===== config.mk =====
export PLATFORM = sky130hd
export DESIGN_NAME = divider_seq_32_flat
export DESIGN_NICKNAME = d
export VERILOG_FILES = /design/src/rtl/divider_seq_32_if.sv /design/src/rtl/divider_seq_32.sv /design/src/flat_wrapper.sv
export SDC_FILE = /design/constraint.sdc
export NUM_CORES = 1
export LEC_CHECK = 0
export BUFFER_PORTS_ARGS = -buffer_cell sky130_fd_sc_hd__buf_2
export CAP_MARGIN = 0
export CORE_MARGIN = 2
export CORE_UTILIZATION = 55
export CTS_CLUSTER_DIAMETER = 40
export DETAILED_ROUTE_END_ITERATION = 8
export HOLD_SLACK_MARGIN = 0.08
export PLACE_DENSITY_LB_ADDON = 0.05
export SLEW_MARGIN = 10
export SYNTH_ARGS = -nofsm -noshare
export SYNTH_HDL_FRONTEND = slang
export SYNTH_SLANG_ARGS = --single-unit

===== constraint.sdc =====
create_clock -name in_clk -period 10.6 [get_ports in_clk]
set_input_delay 1.06 -clock in_clk [delete_from_list [all_inputs] [get_ports in_clk]]
set_output_delay 1.06 -clock in_clk [all_outputs]
set_load 0.1 [all_outputs]

===== src/rtl/divider_seq_32_if.sv =====
// Start/operand/result bundle for the sequential 32-bit divider.
interface divider_seq_32_if;
  logic        in_start;
  logic [31:0] in_dividend;
  logic [31:0] in_divisor;
  logic        out_busy;
  logic        out_done;
  logic [31:0] out_quotient;
  logic [31:0] out_remainder;
  logic        out_div_zero;

  modport master (
    output in_start, in_dividend, in_divisor,
    input  out_busy, out_done, out_quotient, out_remainder, out_div_zero
  );

  modport slave (
    input  in_start, in_dividend, in_divisor,
    output out_busy, out_done, out_quotient, out_remainder, out_div_zero
  );
endinterface


===== src/rtl/divider_seq_32.sv =====
// Sequential 32-bit non-restoring divider: one add/sub row iterated 32 times.
// Define DIV_SIGNED_EN for two's complement operands (truncating division).
module divider_seq_32 (
  input  logic             in_clk,
  input  logic             in_reset,
  divider_seq_32_if.slave  bus
);
  typedef enum logic [1:0] {IDLE, ITER, FIX, DONE} state_t;

  state_t      state_q, state_d;
  logic [32:0] a_q;
  logic [31:0] q_q, m_q;
  logic [4:0]  cnt_q;
  logic        busy_q, done_q, dz_q;
  logic [31:0] quo_q, rem_q;

  logic        start_acc, div_by_zero, row_sub;
  logic [31:0] dvd_mag, dvs_mag, quo_res, rem_res;
  logic [32:0] a_sh, a_step, a_fix;

  assign start_acc   = (state_q == IDLE) && bus.in_start;
  assign div_by_zero = (bus.in_divisor == 32'd0);

  // Single row: subtract while the partial remainder is non-negative, else add back.
  assign row_sub = ~a_q[32];
  assign a_sh    = {a_q[31:0], q_q[31]};
  assign a_step  = row_sub ? (a_sh - {1'b0, m_q}) : (a_sh + {1'b0, m_q});
  assign a_fix   = a_q[32] ? (a_q + {1'b0, m_q}) : a_q;

`ifdef DIV_SIGNED_EN
  logic neg_quo_q, neg_rem_q;
  assign dvd_mag = bus.in_dividend[31] ? (32'd0 - bus.in_dividend) : bus.in_dividend;
  assign dvs_mag = bus.in_divisor[31]  ? (32'd0 - bus.in_divisor)  : bus.in_divisor;
  // 0x80000000 / -1 falls out naturally: magnitude 0x80000000 negates to itself.
  assign quo_res = neg_quo_q ? (32'd0 - q_q) : q_q;
  assign rem_res = neg_rem_q ? (32'd0 - a_fix[31:0]) : a_fix[31:0];
`else
  assign dvd_mag = bus.in_dividend;
  assign dvs_mag = bus.in_divisor;
  assign quo_res = q_q;
  assign rem_res = a_fix[31:0];
`endif

  always_ff @(posedge in_clk or posedge in_reset) begin
    if (in_reset) state_q <= IDLE;
    else          state_q <= state_d;
  end

  always_comb begin
    state_d = state_q;
    case (state_q)
      IDLE: if (start_acc) state_d = div_by_zero ? DONE : ITER;
      ITER: if (cnt_q == 5'd0) state_d = FIX;
      FIX:  state_d = DONE;
      DONE: state_d = IDLE;
      default: state_d = IDLE;
    endcase
  end

  always_ff @(posedge in_clk or posedge in_reset) begin
    if (in_reset) begin
      a_q    <= '0;
      q_q    <= '0;
      m_q    <= '0;
      cnt_q  <= '0;
      busy_q <= 1'b0;
      done_q <= 1'b0;
      dz_q   <= 1'b0;
      quo_q  <= '0;
      rem_q  <= '0;
`ifdef DIV_SIGNED_EN
      neg_quo_q <= 1'b0;
      neg_rem_q <= 1'b0;
`endif
    end else begin
      // done is registered from DONE so it lands one edge after the state is entered.
      done_q <= (state_q == DONE);
      case (state_q)
        IDLE: if (start_acc) begin
          a_q    <= '0;
          q_q    <= dvd_mag;
          m_q    <= dvs_mag;
          cnt_q  <= 5'd31;
          busy_q <= 1'b1;
          dz_q   <= div_by_zero;
          if (div_by_zero) begin
            quo_q <= '1;
            rem_q <= bus.in_dividend;
          end
`ifdef DIV_SIGNED_EN
          neg_quo_q <= bus.in_dividend[31] ^ bus.in_divisor[31];
          neg_rem_q <= bus.in_dividend[31];
`endif
        end
        ITER: begin
          a_q   <= a_step;
          q_q   <= {q_q[30:0], ~a_step[32]};
          cnt_q <= cnt_q - 5'd1;
        end
        FIX: begin
          a_q   <= a_fix;
          quo_q <= quo_res;
          rem_q <= rem_res;
        end
        DONE: busy_q <= 1'b0;
        default: ;
      endcase
    end
  end

  assign bus.out_busy      = busy_q;
  assign bus.out_done      = done_q;
  assign bus.out_div_zero  = dz_q;
  assign bus.out_quotient  = quo_q;
  assign bus.out_remainder = rem_q;
endmodule


===== src/flat_wrapper.sv =====
// flat-port wrapper written by rule: the top's interface ports become plain ports
module divider_seq_32_flat 
  (in_clk, in_reset, bus_in_start, bus_in_dividend, bus_in_divisor, bus_out_busy, bus_out_done, bus_out_quotient, bus_out_remainder, bus_out_div_zero);
  divider_seq_32_if bus_i ();
  input  logic in_clk;
  input  logic in_reset;
  input wire logic [$bits(bus_i.in_start)-1:0] bus_in_start;
  input wire logic [$bits(bus_i.in_dividend)-1:0] bus_in_dividend;
  input wire logic [$bits(bus_i.in_divisor)-1:0] bus_in_divisor;
  output wire logic [$bits(bus_i.out_busy)-1:0] bus_out_busy;
  output wire logic [$bits(bus_i.out_done)-1:0] bus_out_done;
  output wire logic [$bits(bus_i.out_quotient)-1:0] bus_out_quotient;
  output wire logic [$bits(bus_i.out_remainder)-1:0] bus_out_remainder;
  output wire logic [$bits(bus_i.out_div_zero)-1:0] bus_out_div_zero;
  assign bus_i.in_start = bus_in_start;
  assign bus_i.in_dividend = bus_in_dividend;
  assign bus_i.in_divisor = bus_in_divisor;
  assign bus_out_busy = bus_i.out_busy;
  assign bus_out_done = bus_i.out_done;
  assign bus_out_quotient = bus_i.out_quotient;
  assign bus_out_remainder = bus_i.out_remainder;
  assign bus_out_div_zero = bus_i.out_div_zero;
  divider_seq_32 u_core (.in_clk(in_clk), .in_reset(in_reset), .bus(bus_i));
endmodule

======== Word-level counts from Yosys, hierarchy flattened ========
Index checks and enable logic that the tools add are counted.
word-level totals
  bits in registers ....................... 171
  output and inout port bits .............. 67
operators by class
  add/subtract/negate cells ............... 4
  equal/unequal tests ..................... 6
  muxes and demuxes ....................... 20
  bitwise gates (word level) .............. 1
  reduce and logical (&&, ||, !) cells .... 14
operator list
  kind                 number
  $pmux 32 s2          3
  $mux 32              5
  $mux 33              3
  $pmux 33 s3          1
  $add 33x32->33       2
  $sub 33x32->33       1
  $logic_not 32->1     1
  $pmux 5 s2           1
  $reduce_and 2->1     5
  $pmux 2 s4           1
  $mux 2               3
  $ne 2x1->1 const B   3
  $reduce_bool 2->1    3
  $logic_not 5->1      1
  $mux 5               1
  $sub 5x1->5 const B  1
  $eq 2x2->1 const B   2
  $reduce_and 3->1     1
  $reduce_bool 3->1    1
  $eq 2x1->1 const B   1
  $logic_not 2->1      1
  $pmux 1 s2           1
  $logic_and 1x1->1    1
  $mux 1               1
  $not 1->1            1

======== Longest topological paths before layout ========
  depth after elaboration ................. 4
  gate-level depth with buffers ........... 19

======== Least setup slack after synthesis ========
No wires, ideal clock.
  path type ............................... register to register
  from .................................... reg u_core.a_q[32]
  to ...................................... reg u_core.a_q[31]
  library setup time ...................... 0.131 ns
  arrival ................................. 3.803 ns
  data required time ...................... 10.469 ns
  setup slack ............................. 6.666 ns
  cell stages (with the launch flop) ...... 18
  cell sequence ........................... dfrtp_1 -> clkbuf_1 -> clkbuf_1 -> clkbuf_1 -> a21oi_1 -> xor2_1 -> ha_1 -> buf_2 -> nand3_1 -> nor3_2 -> o311ai_2 -> a21oi_2 -> a221oi_2 -> o31a_1 -> o21ai_2 -> a21oi_1 -> and4b_1 -> or3_1
between the ends
  longest elaborated chain between the ends .. 2
  elaborated cells between the ends (all ways) .. 3
  classes of those cells .................. mux (3)
RTL lines
  element                            RTL line                                    RTL
  from (decl)                        divider_seq_32.sv:11                        logic [32:0] a_q;
  from (signal assigned)             divider_seq_32.sv:96                        a_q <= a_step;
  from (signal assigned)             divider_seq_32.sv:101                       a_q <= a_fix;
  $mux 33, on equally long branches  divider_seq_32.sv:28, divider_seq_32.sv:27
  $pmux 33 s3 (*)                    divider_seq_32.sv:78                        case (state_q)
Mark *: on every way between the ends. The rest lies on a longest branch, timed or not.
A chain may end at the register's enable or synchronous reset.

======== Final worst setup path ========
  from .................................... reg u_core.m_q[2]
  to ...................................... reg u_core.a_q[31]
between the ends
  longest elaborated chain between the ends .. 3
  elaborated cells between the ends (all ways) .. 6
  classes of those cells .................. add/sub (3); mux (3)
RTL lines
  element                                 RTL line                                    RTL
  from (decl)                             divider_seq_32.sv:12                        logic [31:0] q_q, m_q;
  from (signal assigned)                  divider_seq_32.sv:82                        m_q <= dvs_mag;
  $add 33x32->33 (tied with other cells)  divider_seq_32.sv:28                        assign a_fix = a_q[32] ? (a_q + {1'b0, m_q}) : a_q;
  $mux 33, on equally long branches       divider_seq_32.sv:28, divider_seq_32.sv:27
  $pmux 33 s3 (*)                         divider_seq_32.sv:78
Marked as above.

==> results.cfg <==
[detailed_routing]
drt_iter0_drc = 694
viasPerCell = 5.93
wl_cell_um = 18.6
route.vias.total = 9898
detail_route.wirelength_um = 31100
detail_route.drc_violations = 0
drt_pass1_iterations = 5
ant_nets = 0

[yosys]
synthArstFlopShare_pct = 100
yosysSeqAreaShare_pct = 37.3
post_synth.cell_area_avg_sq_um = 8.89
post_synth_instance_area_sq_um = 11500
ys_warns = 0
post_synth_net_total = 1430
synth-main-ff-cell = dfrtp_1
netlist-cell-type-count = 74
ys_seq_elements = 171
synth_edf_count = 0
syn_inst = 1290

[clock_network]
clock_path_buffers = 2
postCtsHoldBufs = 0
cts_tree = yes
ctsResizeCount = 0
cts_inserted_buffers = 17
htree_levels = 4
clock_sink_count = 171
clkTransAtPathRegs_ns = 0.07
cts_post_setup_buffers_inserted = 0
clock_insertion_delay_worst_skew_ns = 0.44
clock-root-buffer = clkbuf_16

[critical_path]
cell_by_cell_trace_of_the_critical_path = nor2_1 > nand3_1 > nor3_1 > a21oi_1 > xor2_1 > ha_1 > nand3_1 > nor3_2 > o311ai_2 > a21oi_2 > a221oi_2 > o31a_1 > o21ai_2 > a21oi_1 > and4b_1 > or3_1
reg2reg_to = u_core.a_q[31]
setup.reg_to_reg.worst_slack_ns = 6.11
critical_path_arrival_ns = 4.80
endpoint_kind = register
max_stage_delay_ns = 0.71
critical-path-slowest-cell = nor3_1
crit_required_ns = 10.91
worst-path-max-fanout = 7
rr_startpoint = u_core.m_q[2]
setup.worst_path.start_class = register
reg2regPathDepth = 16
path_class = register to register

[timing]
post_route_setup_tns_ns = 0
slew_viol_final = 0
fmax_mhz = 223
clock-skew-final_ns = 0.0140
slew-limit-headroom_pct = 24.3
finalHoldViolCount = 0
final.period_utilization_pct = 42.4
slew_worst_pin_ns = 1.13
grt_setup_unrepaired = false
setup_viol_count_final = 0
finalCriticalPeriod_ns = 4.49

[placed_design]
gp_congestion = 0.959
io_buffers = 133
post-dp-hpwl_um = 23400

[floorplan]
die_h_um = 148
placement_rows = 52
initial_core_util_pct = 56.3
fp.dieW_um = 148
io_pins = 134
fp.coreArea_sq_um = 20400
design.die.area_sq_um = 22000

[cells_and_area]
final_layout_size_suffix_gt1_share_pct = 16.9
mostFrequentLayoutCell = dfrtp_1
antenna_cells_inserted = 0
areaGrowthSynthToFinish_pct = 12.5
nNetsFinal = 1527
layout.cells.most_common_list = 170 x dfrtp_1, 138 x nand2_1, 133 x buf_2

[flow_run]
max_cap_violations = 0

[global_routing]
antenna_violations_before_repair = 0
grt_usage_pct = 29.0
globalRoute.totalOverflow = 0
first_global_vias = 9188
grt_pass1_wl_um = 50300
grt_start_max_net_pins = 102

[min_path]
worst_hold_startpoint = u_core.bus.out_remainder[6]
whs_endpoint = u_core.bus.out_remainder[6]
timing.hold.worst_path_depth = 2
holdCritPathClass = register to register

[status]
status = complete, no violations
==> cells in the mapped netlist, types with 13 or more instances <==
library cell  count  area [sq um]
a21o_1           22           165
a21oi_1         104           521
a31oi_1          59           369
buf_2            14          70.1
clkbuf_1         45           169
dfrtp_1         171          4280
ha_1             71           888
inv_1            61           229
mux2_2           33           372
mux2i_1          51           510
nand2_1         138           518
nand3_1          13          65.1
nor2_1          107           402
o21ai_0          89           445
o21ai_1          21           105
xnor2_1          50           438
xor2_1           41           359
==> metrics by stage <==
step	worst slack (ns)	std cells	util, %	hold slack (ns)	area, sq um
finish	6.11	1669	63.3	0.476	12900
global route	5.81	1669	63.3	0.497	12900
CTS	6.19	1669	63.3	0.482	12900
detailed placement	6.24	1638	60.5	0.465	12300
global placement	6.40	1638	60.5	0.459	12300
floorplan	4.91	1290	-	0.471	11500
==> flip-flops by register name (all words and copies together) (netlist names) <==
signal and count:
u_core.a_q 33, u_core.bus.out_busy 1, u_core.bus.out_div_zero 1, u_core.bus.out_done 1, u_core.bus.out_quotient 32, u_core.bus.out_remainder 32
u_core.cnt_q 5, u_core.m_q 32, u_core.q_q 32, u_core.state_q 2
==> cell type report <==
class / count / area (sq um)
repair buffers: 144 / 748
fillers: 1782 / 7470
clock buffers: 17 / 425
flip-flops and latches: 171 / 4280
clock inverters: 14 / 150
inverters: 63 / 241
well taps: 270 / 338
multi-input cells: 990 / 6710
==> worst max-delay path by stage <==
| stage | from | end | slack, ns | cells past startpoint |
|---|---|---|---|---|
| 6_report | u_core.m_q[2] | u_core.a_q[31] | 6.11 | 16 |
| 5_1_grt | u_core.m_q[2] | u_core.a_q[31] | 5.81 | 18 |
| 4_1_cts | u_core.m_q[2] | u_core.q_q[0] | 6.19 | 16 |
| 3_5_place_dp | u_core.m_q[2] | u_core.a_q[31] | 6.24 | 17 |
| 3_3_place_gp | u_core.m_q[2] | u_core.a_q[31] | 6.40 | 17 |
| 2_1_floorplan | in_reset | u_core.a_q[0] | 4.91 | 1 |
==> layer usage <==
metal	part of all wire, %	GRT usage (%)	routed length [um]
met1	49	44.3	15100
met4	1.3	6.52	403
met2	43	43.3	13300
met3	7.4	4.66	2310
met5	0	0	0
==> logic make-up (layout without fill, tap and decap cells) <==
kind of cell,Yosys count,after routing,share of synthesized area [%]
DFF,171,171,37.3
adders and majority gates,73,73,8.10
AOI/OAI and AO/OA,398,398,21.7
xor gates and xnor gates,91,91,6.95
and+or+nand+nor,344,344,13.8
buffers and inverters,129,238,4.41
muxes,84,84,7.69
==> critical path, delay by kind of cell (launching register included) <==
| family | cells | cell delay [ns] |
|---|---|---|
| and+or+nand+nor | 7 | 1.95 |
| AOI/OAI and AO/OA | 7 | 1.36 |
| DFF | 1 | 0.44 |
| adders and majority gates | 1 | 0.43 |
| xor gates and xnor gates | 1 | 0.19 |
Power is not shown: default switching activity piles up to over one toggle a cycle in this logic, so the estimate is an artifact.
